[config.mk]
export PLATFORM = sky130hd
export DESIGN_NAME = fib_generator_flat
export DESIGN_NICKNAME = d
export VERILOG_FILES = /design/src/rtl/fib_generator_pkg.sv /design/src/rtl/fib_generator_if.sv /design/src/rtl/fib_generator_step.sv /design/src/rtl/fib_generator.sv /design/src/flat_wrapper.sv
export SDC_FILE = /design/constraint.sdc
export NUM_CORES = 1
export LEC_CHECK = 0
export ABC_CLOCK_PERIOD_IN_PS = 2600
export BUFFER_PORTS_ARGS = -buffer_cell sky130_fd_sc_hd__buf_2
export CORE_MARGIN = 2
export CORE_UTILIZATION = 35
export DETAILED_ROUTE_END_ITERATION = 12
export PLACE_DENSITY = 0.51
export SETUP_SLACK_MARGIN = 0.02
export SLEW_MARGIN = 20
export SYNTH_ARGS = -nofsm -noshare
export SYNTH_HDL_FRONTEND = slang
export SYNTH_SLANG_ARGS = --single-unit
[constraint.sdc]
create_clock -name clk -period 2.6 [get_ports clk]
set_input_delay 0.78 -clock clk [delete_from_list [all_inputs] [get_ports clk]]
set_output_delay 0.78 -clock clk [all_outputs]
set_load 0.1 [all_outputs]
[src/rtl/fib_generator_pkg.sv]
// Shared definitions for the Fibonacci write-side producer.
//   FIB_SIZE     default data/address width (matches the downstream memory)
//   fib_state_t  controller state encoding
package fib_generator_pkg;

    localparam int FIB_SIZE = 4;

    typedef enum logic [1:0] {
        ST_IDLE = 2'd0,
        ST_RUN  = 2'd1,
        ST_FIN  = 2'd2
    } fib_state_t;

endpackage

[src/rtl/fib_generator_if.sv]
// Request / memory-write bundle of fib_generator.
//   start, count                         request side (driven by the requester)
//   data_in, incounter, wr_en            memory write side (driven by the generator)
//   busy, done, overflow                 status (driven by the generator)
// modport master: requester / memory side; modport slave: the generator.
interface fib_generator_if
    import fib_generator_pkg::*;
#(
    parameter int SIZE = FIB_SIZE
);
    logic            start;
    logic [SIZE-1:0] count;
    logic [SIZE-1:0] data_in;
    logic [SIZE-1:0] incounter;
    logic            wr_en;
    logic            busy;
    logic            done;
    logic            overflow;

    modport master (
        output start, count,
        input  data_in, incounter, wr_en, busy, done, overflow
    );

    modport slave (
        input  start, count,
        output data_in, incounter, wr_en, busy, done, overflow
    );
endinterface

[src/rtl/fib_generator_step.sv]
// fib_step: the A/B term register pair and adder.
//   clk, reset  clock and synchronous active-high reset
//   load        A <= 0, B <= 1 (start of a series)
//   advance     A <= B, B <= A + B
//   a           current term, one guard bit wider than the data path
//   ovf         guard bit of A: the current term does not fit in SIZE bits
module fib_step
    import fib_generator_pkg::*;
#(
    parameter int SIZE = FIB_SIZE
) (
    input  logic          clk,
    input  logic          reset,
    input  logic          load,
    input  logic          advance,
    output logic [SIZE:0] a,
    output logic          ovf
);

    logic [SIZE:0] b;

    // B may wrap once A has crossed into the guard bit; the controller
    // stops on that A before the wrapped value is ever used.
    always_ff @(posedge clk) begin
        if (reset) begin
            a <= '0;
            b <= '0;
        end else if (load) begin
            a <= '0;
            b <= (SIZE+1)'(1);
        end else if (advance) begin
            a <= b;
            b <= a + b;
        end
    end

    assign ovf = a[SIZE];

endmodule

[src/rtl/fib_generator.sv]
// fib_generator: writes the Fibonacci series 0, 1, 1, 2, ... into memory.
//   clk    system clock, rising edge
//   reset  synchronous, active-high
//   bus    fib_generator_if.slave: start/count in; data_in/incounter/wr_en,
//          busy, done (one-cycle pulse) and sticky overflow out
// A run stops after count terms, when the next term needs more than SIZE
// bits, or after the last memory address has been written.
//
// state   | meaning
// IDLE    | waiting for start
// RUN     | one term written per cycle
// FIN     | done pulse, start ignored
module fib_generator
    import fib_generator_pkg::*;
#(
    parameter int SIZE = FIB_SIZE
) (
    input  logic                 clk,
    input  logic                 reset,
    fib_generator_if.slave       bus
);

    localparam logic [SIZE-1:0] ADDR_MAX = '1;

    fib_state_t      state;
    fib_state_t      state_nxt;
    logic [SIZE:0]   a;
    logic            ovf;
    logic [SIZE-1:0] k;
    logic [SIZE-1:0] n;
    logic [SIZE-1:0] data_q;
    logic [SIZE-1:0] addr_q;
    logic            overflow_q;
    logic            last;
    logic            load;
    logic            write;
    logic            set_ovf;
    logic            clr_ovf;

    fib_step #(.SIZE(SIZE)) u_step (
        .clk     (clk),
        .reset   (reset),
        .load    (load),
        .advance (write),
        .a       (a),
        .ovf     (ovf)
    );

    assign last = (k == n - SIZE'(1)) || (k == ADDR_MAX);

    always_ff @(posedge clk) begin
        if (reset) begin
            state <= ST_IDLE;
        end else begin
            state <= state_nxt;
        end
    end

    always_comb begin
        state_nxt = state;
        case (state)
            ST_IDLE: begin
                if (bus.start) begin
                    state_nxt = (bus.count != '0) ? ST_RUN : ST_FIN;
                end
            end
            ST_RUN: begin
                if (ovf || last) begin
                    state_nxt = ST_FIN;
                end
            end
            ST_FIN:  state_nxt = ST_IDLE;
            default: state_nxt = ST_IDLE;
        endcase
    end

    always_comb begin
        load    = (state == ST_IDLE) && bus.start && (bus.count != '0);
        clr_ovf = (state == ST_IDLE) && bus.start;
        write   = (state == ST_RUN) && !ovf;
        set_ovf = (state == ST_RUN) && ovf;
    end

    always_ff @(posedge clk) begin
        if (reset) begin
            k          <= '0;
            n          <= '0;
            data_q     <= '0;
            addr_q     <= '0;
            overflow_q <= 1'b0;
        end else begin
            if (load) begin
                n <= bus.count;
                k <= '0;
            end else if (write) begin
                k      <= k + SIZE'(1);
                data_q <= a[SIZE-1:0];
                addr_q <= k;
            end
            if (clr_ovf) begin
                overflow_q <= 1'b0;
            end else if (set_ovf) begin
                overflow_q <= 1'b1;
            end
        end
    end

    // The write is presented in the same cycle it is computed; the held
    // copies keep data/address stable between writes.
    assign bus.wr_en     = write;
    assign bus.data_in   = write ? a[SIZE-1:0] : data_q;
    assign bus.incounter = write ? k : addr_q;
    assign bus.busy      = (state == ST_RUN);
    assign bus.done      = (state == ST_FIN);
    assign bus.overflow  = overflow_q;

endmodule

[src/flat_wrapper.sv]
// flat-port wrapper written by rule: the top's interface ports become plain ports
module fib_generator_flat import fib_generator_pkg::*;
#(
    parameter int SIZE = FIB_SIZE
)
  (clk, reset, bus_start, bus_count, bus_data_in, bus_incounter, bus_wr_en, bus_busy, bus_done, bus_overflow);
  fib_generator_if #(.SIZE(SIZE)) bus_i ();
  input  logic clk;
  input  logic reset;
  input wire logic [$bits(bus_i.start)-1:0] bus_start;
  input wire logic [$bits(bus_i.count)-1:0] bus_count;
  output wire logic [$bits(bus_i.data_in)-1:0] bus_data_in;
  output wire logic [$bits(bus_i.incounter)-1:0] bus_incounter;
  output wire logic [$bits(bus_i.wr_en)-1:0] bus_wr_en;
  output wire logic [$bits(bus_i.busy)-1:0] bus_busy;
  output wire logic [$bits(bus_i.done)-1:0] bus_done;
  output wire logic [$bits(bus_i.overflow)-1:0] bus_overflow;
  assign bus_i.start = bus_start;
  assign bus_i.count = bus_count;
  assign bus_data_in = bus_i.data_in;
  assign bus_incounter = bus_i.incounter;
  assign bus_wr_en = bus_i.wr_en;
  assign bus_busy = bus_i.busy;
  assign bus_done = bus_i.done;
  assign bus_overflow = bus_i.overflow;
  fib_generator #(.SIZE(SIZE)) u_core (.clk(clk), .reset(reset), .bus(bus_i));
endmodule
Word level (Yosys, flattened, before mapping). Cells that the tools add are included.

Add/sub/neg operators: 3. Multiply operators: 0. Div/mod/pow operators: 0. $lt $le $gt $ge: 0. Equal/unequal tests: 6. Shift-type cells: 0. Muxes and demuxes: 8. Bitwise logic cells: 0. Reduce and logical (&&, ||, !) cells: 13.

Operator list (count): $mux 4 (2); $mux 2 (3); $add 5x5->5 (1); $add 4x1->4 const B (1); $eq 4x4->1 (1); $eq 4x4->1 const B (1); $logic_and 1x1->1 (4); $pmux 2 s2 (1); $reduce_bool 4->1 (1); $reduce_or 2->1 (2); $sub 4x1->4 const B (1); $eq 2x1->1 const B (1); $eq 2x2->1 const B (1); $logic_not 2->1 (1); $logic_or 1x1->1 (2); $mux 1 (2); $ne 2x1->1 const B (1); $ne 2x2->1 const B (1); $reduce_and 2->1 (1); $reduce_bool 2->1 (1); $logic_not 1->1 (1).

Register bits after elaboration: 29. Latch bits: 0. Memory bits (writable): 0. ROM bits: 0. Input port bits: 7. Output and inout bits: 12. Word-level logic and storage cells: 39. Memories: 0.

Longest topological paths before layout. Gate-level depths: netlist of the first run.

Depth after elaboration: 6. Gate-level depth with buffers: 7. Mapped depth without buffers: 7.

Hierarchy. A second synthesis of the first run with hierarchy kept.

Cell total of the unflattened synthesis: 149. Area, all modules: 1433.9 µm².

Modules (own cells, without submodules): fib_generator (times used 1, cells each 92, area an instance 897.1 µm², sequential area each 380.4 µm²); fib_step (times used 1, cells each 57, area an instance 536.8 µm², sequential area each 200.2 µm²).

Worst setup path before layout of the first run. No wires, ideal clock.

Path kind: register -> output. Start point: register u_core.state[1]. End point: output port bus_data_in[1]. Data arrival time: 3.010 ns. Required time: 1.820 ns. Slack: -1.190 ns. Cell stages (with the launch flop): 4. Path buffers: 1. Path through: dfxtp_1 or3b_1 buf_2 o21ai_0.

Word-level cells in the longest chain between the ends: 3.

RTL lines: start, declared (RTL line fib_generator.sv:25) `fib_state_t state;`; start signal, assigned (RTL line fib_generator.sv:55) `state <= state_nxt;`; $eq 2x1->1 (RTL line fib_generator.sv:80) `write = (state == ST_RUN) && !ovf;`; $logic_and 1x1->1 (RTL line fib_generator.sv:80); $mux 4; end, declared (RTL line flat_wrapper.sv:12) `output wire logic [$bits(bus_i.data_in)-1:0] bus_data_in;`.

Every way passes these cells.

Final worst setup path of the first run.
Start point: register u_core.state[0]. End point: output port bus_data_in[0].

Same word-level chain as after synthesis.

==> impl_results.md, run 1 <==
* Outcome: completed
* Register area share after synthesis at 43.0%
* Core outline area at 3690 um^2
* Clock power share at 38.4%
* Post-CTS Hold Buffers at 0
* Share of layout cells above drive strength 1 at 23.5%
* Worst path arrival time at 1.68 ns
* Main synth FF type: dfxtp_1
* Proportion of power drawn by combinational gates at 16.8%
* Overflow after GRT at 0
* Pre-CTS setup slack at 0.328 ns
* Num rows at 22
* Xor/xnor share of the synthesized area at 6.49%
* Post-Synth Simple-Gate Area at 22.1%
* Setup-failing EPs final at 0
* Starting DRT DRC Count at 33
* Fin cells at 227
* Worst-Margin Slew at 0.487 ns
* Static Leak at 0.710 nW
* PnR worst setup slack at 0.141 ns
* Clk_lat worst skew at 0.28 ns
* Crit end category: output port
* Hold Fails Final Rpt at 0
* Starting Density at 36.6%
* Internal at 0.754 mW
* Min-delay worst type: reg -> reg
* Root Buffer: clkbuf_8
* Part of the power in registers at 44.8%
* Async SR Flop Fraction at 0%
* Die height at 66.1 um
* Synth Area in Adders at 7.05%
* Port Buf Inserts at 18
* Final TNS setup at 0 ns
* Antenna Nets Post-Route at 0
* IO Count at 19
* First-pass GRT wire length at 4680 um
* Final net count at 192
* Cts bufs inserted at 5
* CTS H-Tree Depth at 2
* CP required at 1.82 ns
* Synth Area in Compound Gates at 15.3%
* Drt pass-1 iters at 4
* FF+latch count, synth at 29
* Die ar. at 4370 um^2
* Antenna violations before repair at 0
* Crit Path Class: reg -> out
* RSZ-0062 raised after global routing: no
* CTS Buffer Depth at 2
* Sw frac at 28.5%
* Max-cap viol count at 0
* EDFF count, synth at 0
* CP Max Fanout at 12
* Hold path cells at 2
* Largest net degree at the start of global routing at 20
* Startpoint class of the critical path: flop
* P per Cell Area at 612 nW/um^2
* Number of remaining DRC errors at 0
* Slew HR at 67.8%
* Net count after synthesis at 171
* Cells after DPL at 219
* Die W at 66.1 um
* Clock Skew at 0.00430 ns
* Final HPWL DP at 1950 um
* Final period utilization at 94.6%
* Avg WL per Cell at 12.1 um
* Fmax at 407 MHz
* Cell variety after synth at 34
* Final Max Slew Viols at 0
* Mapped Area at 1350 um^2
* # diodes at 0
* Mapped Cells at 157
* Minimum clock period at 2.46 ns
* Ys Warns at 0
* Largest family of logic cells by synthesized area: simple AND/OR/NAND/NOR gates
* R2r worst-path depth at 7
* Global Route Usage Sum at 14.5%
* Post-CTS Setup Bufs at 0
* CTS sink cnt at 29
* Final GP Congestion at 0.732
* Worst-path clk slew at 0.06 ns
* Total Routed Length at 2740 um
* IR drop worst, VDD at 0.000245 V
* Syn avg cell area at 8.59 um^2
* Via count at 1079
* Vias in the first global route at 1060
* NetSw at 0.301 mW
* Layout area overhead at 27.8%
* CTS tree: done
* Mux contribution to synthesized area at 1.48%
* Via-to-Cell Ratio at 4.75
==> power by group through the flow <==
stage	Combinational, mW	Clock [mW]	Sequential (mW)
final	0.177	0.406	0.473
after global routing	0.192	0.439	0.474
after CTS	0.179	0.420	0.472
after detailed placement	0.178	0	0.482
after global placement	0.174	0	0.482
after floorplan	0.139	0	0.479
==> path summary, 6_finish.rpt <==
kind / start / end / slack [ns]
worst min register to register: u_core.addr_q[1] / u_core.addr_q[1] / 0.46
worst max register to register: u_core.u_step.b[0] / u_core.u_step.b[4] / 1.01
worst min-delay path: u_core.addr_q[1] / u_core.addr_q[1] / 0.46
worst max-delay path: u_core.state[0] / bus_data_in[0] / 0.14
==> registers in the layout, indices dropped and copies added (netlist names) <==
name                 count
u_core.bus.overflow      1
u_core.u_step.b          5
u_core.data_q            4
u_core.k                 4
u_core.state             2
u_core.addr_q            4
u_core.n                 4
u_core.u_step.a          5
==> synthesized netlist by cell type (all sizes together) (2+ instances only) <==
master	number	area share, %
xor2	4	2.6
ha	6	5.6
buf	5	2.3
nand2	44	13
dfxtp	29	43
a31oi	3	1.4
inv	7	1.9
and2	2	0.93
xnor2	6	3.9
mux2i	2	1.5
nor3	2	0.74
nor2b	3	1.4
nand4	2	0.93
nor3b	2	1.1
o21ai	4	1.5
nor2	6	1.7
a21oi	18	8.3
==> critical path: stages (launching register included) <==
cell	delay, ns
dfxtp_1	0.36
or3b_1	0.41
inv_2	0.20
nand2_1	0.13
nand2_1	0.12
buf_12	0.18
==> final cells by class <==
cell class                      instances  area (um^2)
Clock buffer                            7         96.3
Fill cell                             381         1960
Tap cell                               48         60.1
Clock inverter                          1         5.00
Sequential cell                        29          581
Multi-Input combinational cell        115          716
Timing Repair Buffer                   20          240
Inverter                                7         26.3
==> metal layers <==
layer  global-route usage (%)  part of all wire (%)
met2                     21.4                    43
met3                     6.47                   7.7
met4                     6.12                   1.6
met5                        0                     0
met1                     18.3                    48
==> through the flow <==
| stage | instance area, um^2 | power [mW] | utilization, % | hold slack (ns) |
|---|---|---|---|---|
| after detailed placement | 1620 | 0.660 | 44.0 | 0.461 |
| after CTS | 1720 | 1.07 | 46.7 | 0.469 |
| after global placement | 1620 | 0.656 | 44.0 | 0.455 |
| after floorplan | 1360 | 0.617 | - | 0.444 |
| final | 1720 | 1.06 | 46.7 | 0.465 |
| after global routing | 1720 | 1.11 | 46.7 | 0.495 |
==> cell families after synthesis <==
| kind of cell | count (synthesis) |
|---|---|
| and+or+nand+nor | 65 |
| AOI/OAI and AO/OA | 31 |
| DFF | 29 |
| buffers and inverters | 13 |
| xor gates and xnor gates | 10 |
| adders and majority gates | 7 |
| muxes | 2 |
==> repair_timing <==
item / CTS / global route
hold endpoints to repair: 0 / 0
setup endpoints to repair: 2 / 0
resized for setup: 1 / 0
==> cells in the final DEF, fill, tap and decap left out <==
cell type	synthesis	final
nand2_2	1	3
buf_4	0	2
nor3_1	2	2
o211a_1	1	1
nor2_1	6	6
ha_1	6	6
a21oi_2	6	6
nand2b_1	1	1
xnor2_1	6	6
clkbuf_8	0	7
xor2_1	4	4
nor2b_1	3	3
nor3b_1	2	2
nand2_1	42	40
buf_2	4	9
nand4_1	2	2
inv_2	0	1
o21ai_0	3	2
a21oi_1	12	12
nand2_4	1	1
or4_4	1	1
inv_1	7	6
buf_12	0	9
a211o_1	1	1
mux2i_1	2	2
o21ai_2	0	1
a211oi_2	1	1
o31ai_1	1	1
clkinv_2	0	1
nand3_1	1	1
o21a_1	1	1
dfxtp_1	29	29
fa_1	1	1
o21ai_1	1	1
a22o_1	1	1
and2_1	2	2
a31oi_1	3	3
or3b_1	1	1
No activity file was read; power rests on OpenSTA's default activity.
==> inputs of run 2 (changes only) <==
--- a/config.mk
+++ b/config.mk
@@ -8,11 +8,12 @@
 export ABC_CLOCK_PERIOD_IN_PS = 2600
 export BUFFER_PORTS_ARGS = -buffer_cell sky130_fd_sc_hd__buf_2
 export CORE_MARGIN = 2
-export CORE_UTILIZATION = 35
+export CORE_UTILIZATION = 26
 export DETAILED_ROUTE_END_ITERATION = 12
-export PLACE_DENSITY = 0.51
+export PLACE_DENSITY = 0.4
 export SETUP_SLACK_MARGIN = 0.02
 export SLEW_MARGIN = 20
 export SYNTH_ARGS = -nofsm -noshare
 export SYNTH_HDL_FRONTEND = slang
+export SYNTH_HIERARCHICAL = 1
 export SYNTH_SLANG_ARGS = --single-unit
==> run 2 against run 1 <==
Net effect: flip-flop and latch count is the same; non-clock buffer count up 1; cell count grew 6.6%; highest routed layer unchanged; setup slack worse by 0.030 ns; clock-buffer cell count unchanged; first-iteration DRC count grew 45%.
==> impl_results.md, run 2 <==
* # diodes at 0 (unchanged)
* Post-CTS Setup Bufs at 0 (unchanged)
* Final TNS setup at 0 ns (unchanged)
* Most common cell after layout, fill and taps aside: dfxtp_1
* Layout area overhead at 29.0%
* Number of remaining DRC errors at 0 (unchanged)
* CTS H-Tree Depth at 2 (unchanged)
* CP required at 1.82 ns (about the same)
* Final GP Congestion at 0.829 (+13%)
* Minimum clock period at 2.49 ns (+0.0304 ns)
* Fmax at 402 MHz (-1.2%)
* Total power at 1.09 mW (+3.0%)
* Max-cap viol count at 0 (unchanged)
* Share of layout cells above drive strength 1 at 25.0% (+1.5 points)
* IR drop worst, VDD at 0.000244 V (-0.61%)
* CTS Buffer Depth at 2 (unchanged)
* P per Cell Area at 590 nW/um^2 (-3.5%)
* Via-to-Cell Ratio at 4.46 (-6.1%)
* Final HPWL DP at 1970 um (+1.2%)
* Cts bufs inserted at 5 (unchanged)
* Met3 Usage GRT at 3.33% (-3.1 points)
* Fin cells at 242 (+6.6%)
* Die W at 78.1 um (+18%)
* Antenna Nets Post-Route at 0 (unchanged)
* Cells after DPL at 234 (+6.8%)
* Final net count at 185 (-3.6%)
* Top flop regs: u_core/u_step/a (5), u_core/u_step/b (5)
* PnR worst setup slack at 0.111 ns (-0.0304 ns)
* Min-delay worst type: reg -> reg
* Worst path arrival time at 1.71 ns (+0.03 ns)
* Outcome: completed
* Fill cells at 549 (+44%)
* First-pass GRT wire length at 4780 um (+2.2%)
* Slew HR at 67.6% (-0.13 points)
* Clock Skew at 0.00298 ns (-0.00132 ns)
* Die ar. at 6090 um^2 (+40%)
* Root Buffer: clkbuf_8
* Mapped Cells at 148 (-5.7%)
* Final Max Slew Viols at 0 (unchanged)
* Post-CTS Hold Buffers at 0 (unchanged)
* Hold Fails Final Rpt at 0 (unchanged)
* Drt pass-1 iters at 5 (+1)
* Vias in the first global route at 1015 (-4.2%)
* Die height at 78.1 um (+18%)
* Static Leak at 0.734 nW (+3.3%)
* Crit end category: output port
* Largest net degree at the start of global routing at 30 (+50%)
* Final Core Density at 35.4% (-11 points)
* Via count at 1080 (+0.093%)
* PostCTS Resize Cnt at 0 (-1)
* Starting Density at 27.4% (-9.2 points)
* Overflow after GRT at 0 (unchanged)
* Setup-failing EPs final at 0 (unchanged)
* Total Routed Length at 2760 um (+0.62%)
* Port Buf Inserts at 18 (unchanged)
* RSZ-0062 raised after global routing: no
* CTS tree: done
* Commonest non-fill, non-tap cells in the layout: 29 x dfxtp_1, 13 x nor2_1, 12 x nand2_1, 10 x buf_12
* Starting DRT DRC Count at 48 (+45%)
* Syn avg cell area at 9.64 um^2 (+12%)
* Mapped Area at 1430 um^2 (+5.8%)
* Worst-Margin Slew at 0.489 ns (+0.00202 ns)
* Startpoint class of the critical path: flop
* Crit Path Class: reg -> out
* Global Route Usage Sum at 10.0% (-4.5 points)
* Core outline area at 5200 um^2 (+41%)
* Clk_lat worst skew at 0.28 ns (about the same)
* Final period utilization at 95.7% (+1.2 points)
* Met1 usage at 11.6% (-6.7 points)
* Num rows at 26 (+18%)
* Avg WL per Cell at 11.4 um (-5.6%)
* Net count after synthesis at 162 (-5.3%)
* Worst-path clk slew at 0.06 ns (about the same)
* Ys Warns at 6 (+6)
* Met2 Use GR at 16.4% (-5.0 points)
* R2R Setup Slk at 0.80 ns (-0.21 ns)
* Pre-CTS setup slack at 0.108 ns (-0.220 ns)
* CP Max Fanout at 29 (+17)
* IO Count at 19 (unchanged)
* Antenna violations before repair at 0 (unchanged)
* CTS sink cnt at 29 (unchanged)
* Busiest grt layer: met2
-- run 2: routing by layer --
layer  part of all wire (%)  up-vias
met4                    2.3        0
met2                     49       16
met1                     45      502
li1                       -      555
met5                      0        -
met3                    3.8        7
-- run 2: final timing paths --
check	cells past startpoint	end	startpoint
worst min register to register	2	u_core/n[3]	u_core/n[3]
worst max register to register	7	u_core/u_step/b[4]	u_core/u_step/a[0]
worst min-delay path	2	u_core/n[3]	u_core/n[3]
worst max-delay path	4	bus_incounter[0]	u_core/state[1]
-- run 2: per-stage QoR --
stage / instance area, um^2 / hold WS (ns)
final: 1840 / 0.474
after detailed placement: 1740 / 0.467
after global placement: 1740 / 0.457
after floorplan: 1430 / 0.443
after CTS: 1840 / 0.476
after global routing: 1840 / 0.502
-- run 2: worst max-delay path, stage by stage, from the launching register on --
cell	delay, ns
dfxtp_1	0.38
nor3b_4	0.25
buf_12	0.22
mux2_2	0.39
buf_12	0.17
-- run 2: cell type report --
class                   instances  area, um^2  share of cell area (%)
multi-input cells             107         785                    42.6
flip-flops and latches         29         581                    31.5
repair buffers                 21         260                    14.1
clock buffers                   7        96.3                    5.23
well taps                      70        87.6                    4.76
inverters                       7        26.3                    1.43
clock inverters                 1        5.00                   0.272
-- run 2: power breakdown --
group          leakage [nW]  internal, mW  switching [mW]
Combinational         0.444        0.0802           0.125
Sequential            0.235         0.459          0.0160
Clock                0.0542         0.239           0.167
